==> src/rtl/m_button_input.sv <==
// -----------------------------------------------------------------------------
// m_button_input
//
// Purpose:
//   Turns three raw, bouncing push-buttons (INC, DEC, OK) into clean one-cycle
//   command pulses for the game controller. Each button is synchronized,
//   debounced, and edge-detected. Presses are queued in per-button pending
//   bits and drained one per cycle in priority order OK > DEC > INC, so
//   simultaneous presses are serialized and never lost.
//
// Optional feature (compile-time macro):
//   AUTO_REPEAT_EN - when defined, holding INC or DEC re-issues its command
//                    REPEAT_DELAY cycles after the press and then every
//                    REPEAT_PERIOD cycles while the button stays down.
//                    OK never repeats. When undefined, no repeat logic exists.
//
// Parameters:
//   DEBOUNCE_CYCLES - stable cycles required before a level change (1..2^20-1)
//   REPEAT_DELAY    - cycles from debounced press to first auto-repeat
//   REPEAT_PERIOD   - cycles between subsequent auto-repeats
//
// Ports:
//   w_clk        in   1  single clock, rising edge
//   w_rst_n      in   1  asynchronous active-low reset
//   i_btn        in   3  raw buttons, bit0 INC, bit1 DEC, bit2 OK, 1 = pressed
//   o_user_input out  4  one-hot command pulse: 0001 INC, 0010 DEC, 0100 OK
//   o_btn_level  out  3  debounced button levels, same order as i_btn
// -----------------------------------------------------------------------------
module m_button_input #(
   parameter int unsigned DEBOUNCE_CYCLES = 100000,
   parameter int unsigned REPEAT_DELAY    = 50000000,
   parameter int unsigned REPEAT_PERIOD   = 10000000
) (
   input  logic       w_clk,
   input  logic       w_rst_n,
   input  logic [2:0] i_btn,
   output logic [3:0] o_user_input,
   output logic [2:0] o_btn_level
);

   // Counter just wide enough to hold DEBOUNCE_CYCLES-1.
   localparam int CNT_W = (DEBOUNCE_CYCLES > 1) ? $clog2(DEBOUNCE_CYCLES) : 1;
   localparam logic [CNT_W-1:0] DEB_LAST = CNT_W'(DEBOUNCE_CYCLES - 1);

   localparam int BTN_INC = 0;
   localparam int BTN_DEC = 1;
   localparam int BTN_OK  = 2;

   // ------------------------------------------------------------------------
   // Two-flop synchronizer
   // ------------------------------------------------------------------------
   logic [2:0] sync1_q;
   logic [2:0] sync2_q;

   always_ff @(posedge w_clk or negedge w_rst_n) begin
      if (!w_rst_n) begin
         sync1_q <= 3'b000;
         sync2_q <= 3'b000;
      end else begin
         sync1_q <= i_btn;
         sync2_q <= sync1_q;
      end
   end

   // ------------------------------------------------------------------------
   // Debounce: a level only changes after the synchronized input has
   // disagreed with it for DEBOUNCE_CYCLES consecutive edges.
   // ------------------------------------------------------------------------
   logic [CNT_W-1:0] cnt_q [3];
   logic [CNT_W-1:0] cnt_d [3];
   logic [2:0]       level_q;
   logic [2:0]       level_d;

   always_comb begin
      level_d = level_q;
      for (int b = 0; b < 3; b++) begin
         cnt_d[b] = '0;
         if (sync2_q[b] != level_q[b]) begin
            if (cnt_q[b] == DEB_LAST) begin
               level_d[b] = sync2_q[b];
            end else begin
               cnt_d[b] = cnt_q[b] + CNT_W'(1);
            end
         end
      end
   end

   always_ff @(posedge w_clk or negedge w_rst_n) begin
      if (!w_rst_n) begin
         level_q <= 3'b000;
         for (int b = 0; b < 3; b++) begin
            cnt_q[b] <= '0;
         end
      end else begin
         level_q <= level_d;
         for (int b = 0; b < 3; b++) begin
            cnt_q[b] <= cnt_d[b];
         end
      end
   end

   // Press events are taken from the next-state so the pending bit is set on
   // the same edge the level rises.
   logic [2:0] press_evt;
   assign press_evt = level_d & ~level_q;

   // ------------------------------------------------------------------------
   // Auto-repeat for INC and DEC
   // ------------------------------------------------------------------------
   logic [2:0] repeat_evt;

`ifdef AUTO_REPEAT_EN
   localparam int unsigned REP_MAX = (REPEAT_DELAY > REPEAT_PERIOD) ? REPEAT_DELAY : REPEAT_PERIOD;
   localparam int REP_W = (REP_MAX > 1) ? $clog2(REP_MAX) : 1;
   localparam logic [REP_W-1:0] REP_FIRST = REP_W'(REPEAT_DELAY - 1);
   localparam logic [REP_W-1:0] REP_NEXT  = REP_W'(REPEAT_PERIOD - 1);

   logic [REP_W-1:0] rep_cnt_q [2];
   logic [REP_W-1:0] rep_cnt_d [2];
   logic [1:0]       rep_first_q;
   logic [1:0]       rep_first_d;
   logic [1:0]       rep_fire;

   always_comb begin
      for (int b = 0; b < 2; b++) begin
         rep_cnt_d[b]   = '0;
         rep_first_d[b] = 1'b1;
         rep_fire[b]    = 1'b0;
         if (level_q[b]) begin
            rep_first_d[b] = rep_first_q[b];
            if (rep_cnt_q[b] == (rep_first_q[b] ? REP_FIRST : REP_NEXT)) begin
               // A repeat that lands on the release edge is dropped: the
               // button is no longer considered held.
               rep_fire[b]    = level_d[b];
               rep_first_d[b] = 1'b0;
            end else begin
               rep_cnt_d[b] = rep_cnt_q[b] + REP_W'(1);
            end
         end
      end
   end

   always_ff @(posedge w_clk or negedge w_rst_n) begin
      if (!w_rst_n) begin
         rep_first_q <= 2'b11;
         for (int b = 0; b < 2; b++) begin
            rep_cnt_q[b] <= '0;
         end
      end else begin
         rep_first_q <= rep_first_d;
         for (int b = 0; b < 2; b++) begin
            rep_cnt_q[b] <= rep_cnt_d[b];
         end
      end
   end

   assign repeat_evt = {1'b0, rep_fire};
`else
   assign repeat_evt = 3'b000;
`endif

   // ------------------------------------------------------------------------
   // Pending queue and priority drain (OK > DEC > INC)
   // ------------------------------------------------------------------------
   logic [2:0] pend_q;
   logic [2:0] pend_d;
   logic [2:0] grant;
   logic [3:0] user_q;
   logic [3:0] user_d;

   always_comb begin
      grant = 3'b000;
      if (pend_q[BTN_OK]) begin
         grant[BTN_OK] = 1'b1;
      end else if (pend_q[BTN_DEC]) begin
         grant[BTN_DEC] = 1'b1;
      end else if (pend_q[BTN_INC]) begin
         grant[BTN_INC] = 1'b1;
      end
   end

   // New events are OR-ed in after the clear so a set wins over a drain.
   always_comb begin
      pend_d = (pend_q & ~grant) | press_evt | repeat_evt;
      user_d = {1'b0, grant};
   end

   always_ff @(posedge w_clk or negedge w_rst_n) begin
      if (!w_rst_n) begin
         pend_q <= 3'b000;
         user_q <= 4'b0000;
      end else begin
         pend_q <= pend_d;
         user_q <= user_d;
      end
   end

   assign o_user_input = user_q;
   assign o_btn_level  = level_q;

endmodule

==> config.mk <==
export PLATFORM = sky130hd
export DESIGN_NAME = m_button_input
export DESIGN_NICKNAME = d
export VERILOG_FILES = /design/src/rtl/m_button_input.sv
export SDC_FILE = /design/constraint.sdc
export NUM_CORES = 1
export LEC_CHECK = 0
export BUFFER_PORTS_ARGS = -buffer_cell sky130_fd_sc_hd__buf_2
export CAP_MARGIN = 20
export CORE_ASPECT_RATIO = 1.5
export CORE_UTILIZATION = 35
export CTS_CLUSTER_DIAMETER = 100
export CTS_CLUSTER_SIZE = 16
export DETAILED_ROUTE_END_ITERATION = 16
export GPL_TIMING_DRIVEN = 0
export HOLD_SLACK_MARGIN = 0.06
export SYNTH_ARGS = -nofsm -noshare
export SYNTH_HDL_FRONTEND = slang
export SYNTH_SLANG_ARGS = --single-unit
==> constraint.sdc <==
create_clock -name w_clk -period 2.5 [get_ports w_clk]
set_input_delay 0.25 -clock w_clk [delete_from_list [all_inputs] [get_ports w_clk]]
set_output_delay 0.25 -clock w_clk [all_outputs]
set_load 0.02 [all_outputs]
* Yosys cells after proc, flatten, opt, wreduce, memory -nomap -nowiden *
Cells that the tools add are included.

word-level totals
  register bits = 66
  output and inout bits = 7

cells by class
  $add $sub $neg = 3
  equality and inequality tests = 6
  muxes and demuxes = 17
  bitwise gates (word level) = 5

operators with widths
  kind                                                              number
  17-bit 2-to-1 mux                                                 6
  17-bit by 1-bit adder with 17-bit output (second input constant)  3
  17-bit == test (second input constant)                            3
  1-bit 2-to-1 mux                                                  10
  3-bit AND                                                         2
  3-bit inverter                                                    2
  1-bit != test                                                     3
  3-bit OR                                                          1
  2-bit 2-to-1 mux                                                  1

* Depth between registers and ports, before layout *
  depth after elaboration = 6
  gate-level depth with buffers = 7

* Worst setup path after synthesis *
No wires, ideal clock.

  kind = register to register
  start = reg cnt_q[0] (netlist name)
  end = reg cnt_q[10] (netlist name)
  library setup time = 0.071 ns
  arrival time = 1.546 ns
  path slack = 0.883 ns
  cell stages (with the launch flop) = 8
  path buffers = 3
  clock period less this slack = 1.617 ns
  cell sequence = dfrtp_1 > ha_1 > and4_1 > buf_4 > a41o_1 > buf_2 > buf_2 > nor2_1

RTL lines
  item                             RTL line  RTL
  start, declared                  69        logic [CNT_W-1:0] cnt_q [3];
  start signal, assigned by index  97        cnt_q[b] <= cnt_d[b];

==> results.json <==
{
  "hpwl_mm": 3.69,
  "start_kind": "flip-flop",
  "cap_violations": 0,
  "die_y_um": 116,
  "via_per_inst": 4.99,
  "cts.clk_slew.worst_paths_ps": 60,
  "cts_max_level": 3,
  "synth_top_area_share_pct": 54.1,
  "r2r_slack_ps": 570,
  "grt_max_degree": 67,
  "place_area_sq_um": 3240,
  "min_path_type": "reg -> reg",
  "synth_fa_ha_area_share_pct": 1.23,
  "fin_util_pct": 42.2,
  "rsz0062_at_grt": "false",
  "fillers": 841,
  "critPathCaptureType": "flip-flop",
  "grt_pass1_vias": 2056,
  "path_max_fanout": 10,
  "clock_latency_ps": 320,
  "hold_viol": 0,
  "critical_path_arrival_ps": 2140,
  "multi_input_area_sq_um": 1330,
  "dieWidth_um": 78.3,
  "yosys.area_share.simple_pct": 26.1,
  "tritoncts": "done",
  "syn_area_per_cell_sq_um": 10.6,
  "hold_depth": 0,
  "tightest_slew_ps": 810,
  "num_vias": 2117,
  "core_area_sq_um": 8410,
  "worst-r2r-cell-count": 6,
  "finalSetupViolCount": 0,
  "grt-ovfl-total": 0,
  "drive_gt1_share_pct": 12.9,
  "cts-hold-fix-buffers": 4,
  "max_freq_ghz": 0.517,
  "p_leak_nw": 1.55,
  "skew_ps": 8.02,
  "maxSlewViolCount": 0,
  "drt_iter0_drc": 118,
  "synth_seq_area_share_pct": 54.1,
  "ys_ff_latch": 66,
  "floorplan.initialDensity_pct": 36.3,
  "synth-compound-area-share_pct": 2.21,
  "criticalPathCategory": "reg -> reg",
  "wl_per_cell_um": 13.1,
  "clk_path_buf_depth": 2,
  "routed_wl_mm": 5.56,
  "antenna_found_initial": 0,
  "synth_top_family_by_area": "simple AND/OR/NAND/NOR gates",
  "synth_area_sq_um": 3050,
  "fin_nets": 320,
  "drc": 0,
  "finalCritPeriodShare_pct": 77.3,
  "synth_xor_area_share_pct": 12.6,
  "clock-sinks": 66,
  "p_per_area_nw_per_um2": 648,
  "cts_buffers": 9,
  "postCtsSetupBuffers": 0,
  "period_minus_slack_ps": 1930,
  "io_pins": 12,
  "synth_mux_area_share_pct": 1.11,
  "synth_cells": 287,
  "antenna_cells": 0,
  "synth_nets": 295,
  "power.total_mw": 2.30,
  "fin_area_sq_um": 3550,
  "synthDistinctLibCells": 35,
  "row_count": 41,
  "timing.hold.ws_ps": 348,
  "first_pass_iters": 4,
  "fin_ws_ps": 567,
  "fin_setup_tns_ps": 0,
  "placedCellCount": 404,
  "status": "finished, final reports clean",
  "yosysTopAreaCell": "dfrtp_1",
  "seq_area_sq_um": 1650,
  "relSlewSlack_pct": 46.0,
  "die_area_sq_um": 9110,
  "cp.required_ps": 2700,
  "synthTopCellsByArea": "dfrtp_1 (54%), xor2_1 (7.5%), nor2_1 (5.9%), xnor2_1 (5.2%), nand4_1 (3.9%)",
  "syn2layout_area_growth_pct": 16.4,
  "ys_warn_count": 0,
  "peakVddDrop_mv": 0.419,
  "postRouteAntennaNets": 0,
  "gp_congestion": 0.751,
  "io_buffers": 10,
  "grt_pass1_wl_mm": 9.34,
  "grtUsageTotal_pct": 13.7,
  "place_ws_ps": 515,
  "ctsResizeCount": 0,
  "fin_cells": 424,
  "clockRootBuffer": "clkbuf_16"
}
area by class of cell:
class	instances	share of cell area [%]
inverters	3	0.317
repair buffers	14	2.61
multi-input cells	207	37.3
well taps	107	3.77
plain buffers	11	1.80
clock buffers	11	6.83
flip-flops and latches	66	46.5
clock inverters	5	0.845
synthesized netlist by cell type:
master    instances
nand3_1          15
or3_1             3
and4b_1           2
nand2_1          14
nand4_1          19
and3_1            4
dfrtp_1          66
nor2b_1           1
xor2_1           26
inv_1             3
buf_2             4
buf_4             4
conb_1            1
nor4bb_1          3
nand3_2           2
o21ai_0           6
xnor2_1          18
nor2_1           48
mux2_2            3
nor4b_1           3
clkbuf_2          2
a41o_1            1
a21oi_1           4
or4_1             1
o31ai_1           1
nor4_1            6
ha_1              3
and2_1            2
nor3b_1           2
clkbuf_1          1
nor3_1            5
and4_1           10
nand4_4           1
or2_1             1
nand2b_1          2
critical path, stage by stage, from the launching register on:
cell	delay (ps)
dfrtp_1	400
ha_1	240
and4_1	330
nand4_1	220
nand2_1	270
buf_2	270
nor2_1	70
sequential cells by signal, summed over array words and instances, names as in the netlist:
signal	cells
cnt_q	51
o_btn_level	3
o_user_input	3
pend_q	3
sync1_q	3
sync2_q	3
cell usage in the layout (no fill, tap or decap), types with 3 or more instances in the layout:
master         Yosys  routed
dfrtp_1           66      66
nor2_1            48      48
xor2_1            26      26
nand4_1           19      19
xnor2_1           18      18
nand3_1           15      15
nand2_1           14      14
buf_2              4      13
and4_1            10      10
clkbuf_16          0       9
nor4_1             6       6
o21ai_0            6       6
buf_4              4       5
nor3_1             5       5
and3_1             4       4
a21oi_1            4       4
dlygate4sd3_1      0       4
nor4bb_1           3       3
nor4b_1            3       3
or3_1              3       3
inv_1              3       3
mux2_2             3       3
ha_1               3       3
clkinv_2           0       3
power by group:
group | internal [mW] | leakage, nW | switching [mW]
combinational | 0.0241 | 0.522 | 0.0470
sequential | 1.09 | 0.901 | 0.0144
clock | 0.691 | 0.131 | 0.437
worst paths after layout:
path                                  from         end
min in group asynchronous          w_rst_n   cnt_q[39]
worst max-delay path             cnt_q[17]   cnt_q[27]
worst max register to register   cnt_q[17]   cnt_q[27]
max in group asynchronous          w_rst_n   cnt_q[21]
worst min-delay path            sync1_q[0]  sync2_q[0]
worst min register to register  sync1_q[0]  sync2_q[0]
cell families (layout without fill, tap and decap cells):
group,Yosys count,after routing
flops,66,66
compound gates,12,12
xor+xnor,44,44
buf+inv,14,44
simple gates,144,144
other cells,1,1
fa+ha+maj,3,3
mux,3,3
layer usage:
metal / global-route usage [%] / vias up / routed length (um)
met5: 0 / - / 0
met4: 9.38 / 0 / 149
met3: 3.67 / 14 / 146
met2: 22.7 / 25 / 2800
met1: 15.3 / 1022 / 2460
li1: - / 1056 / -
Power figures use the tool's default switching activity.
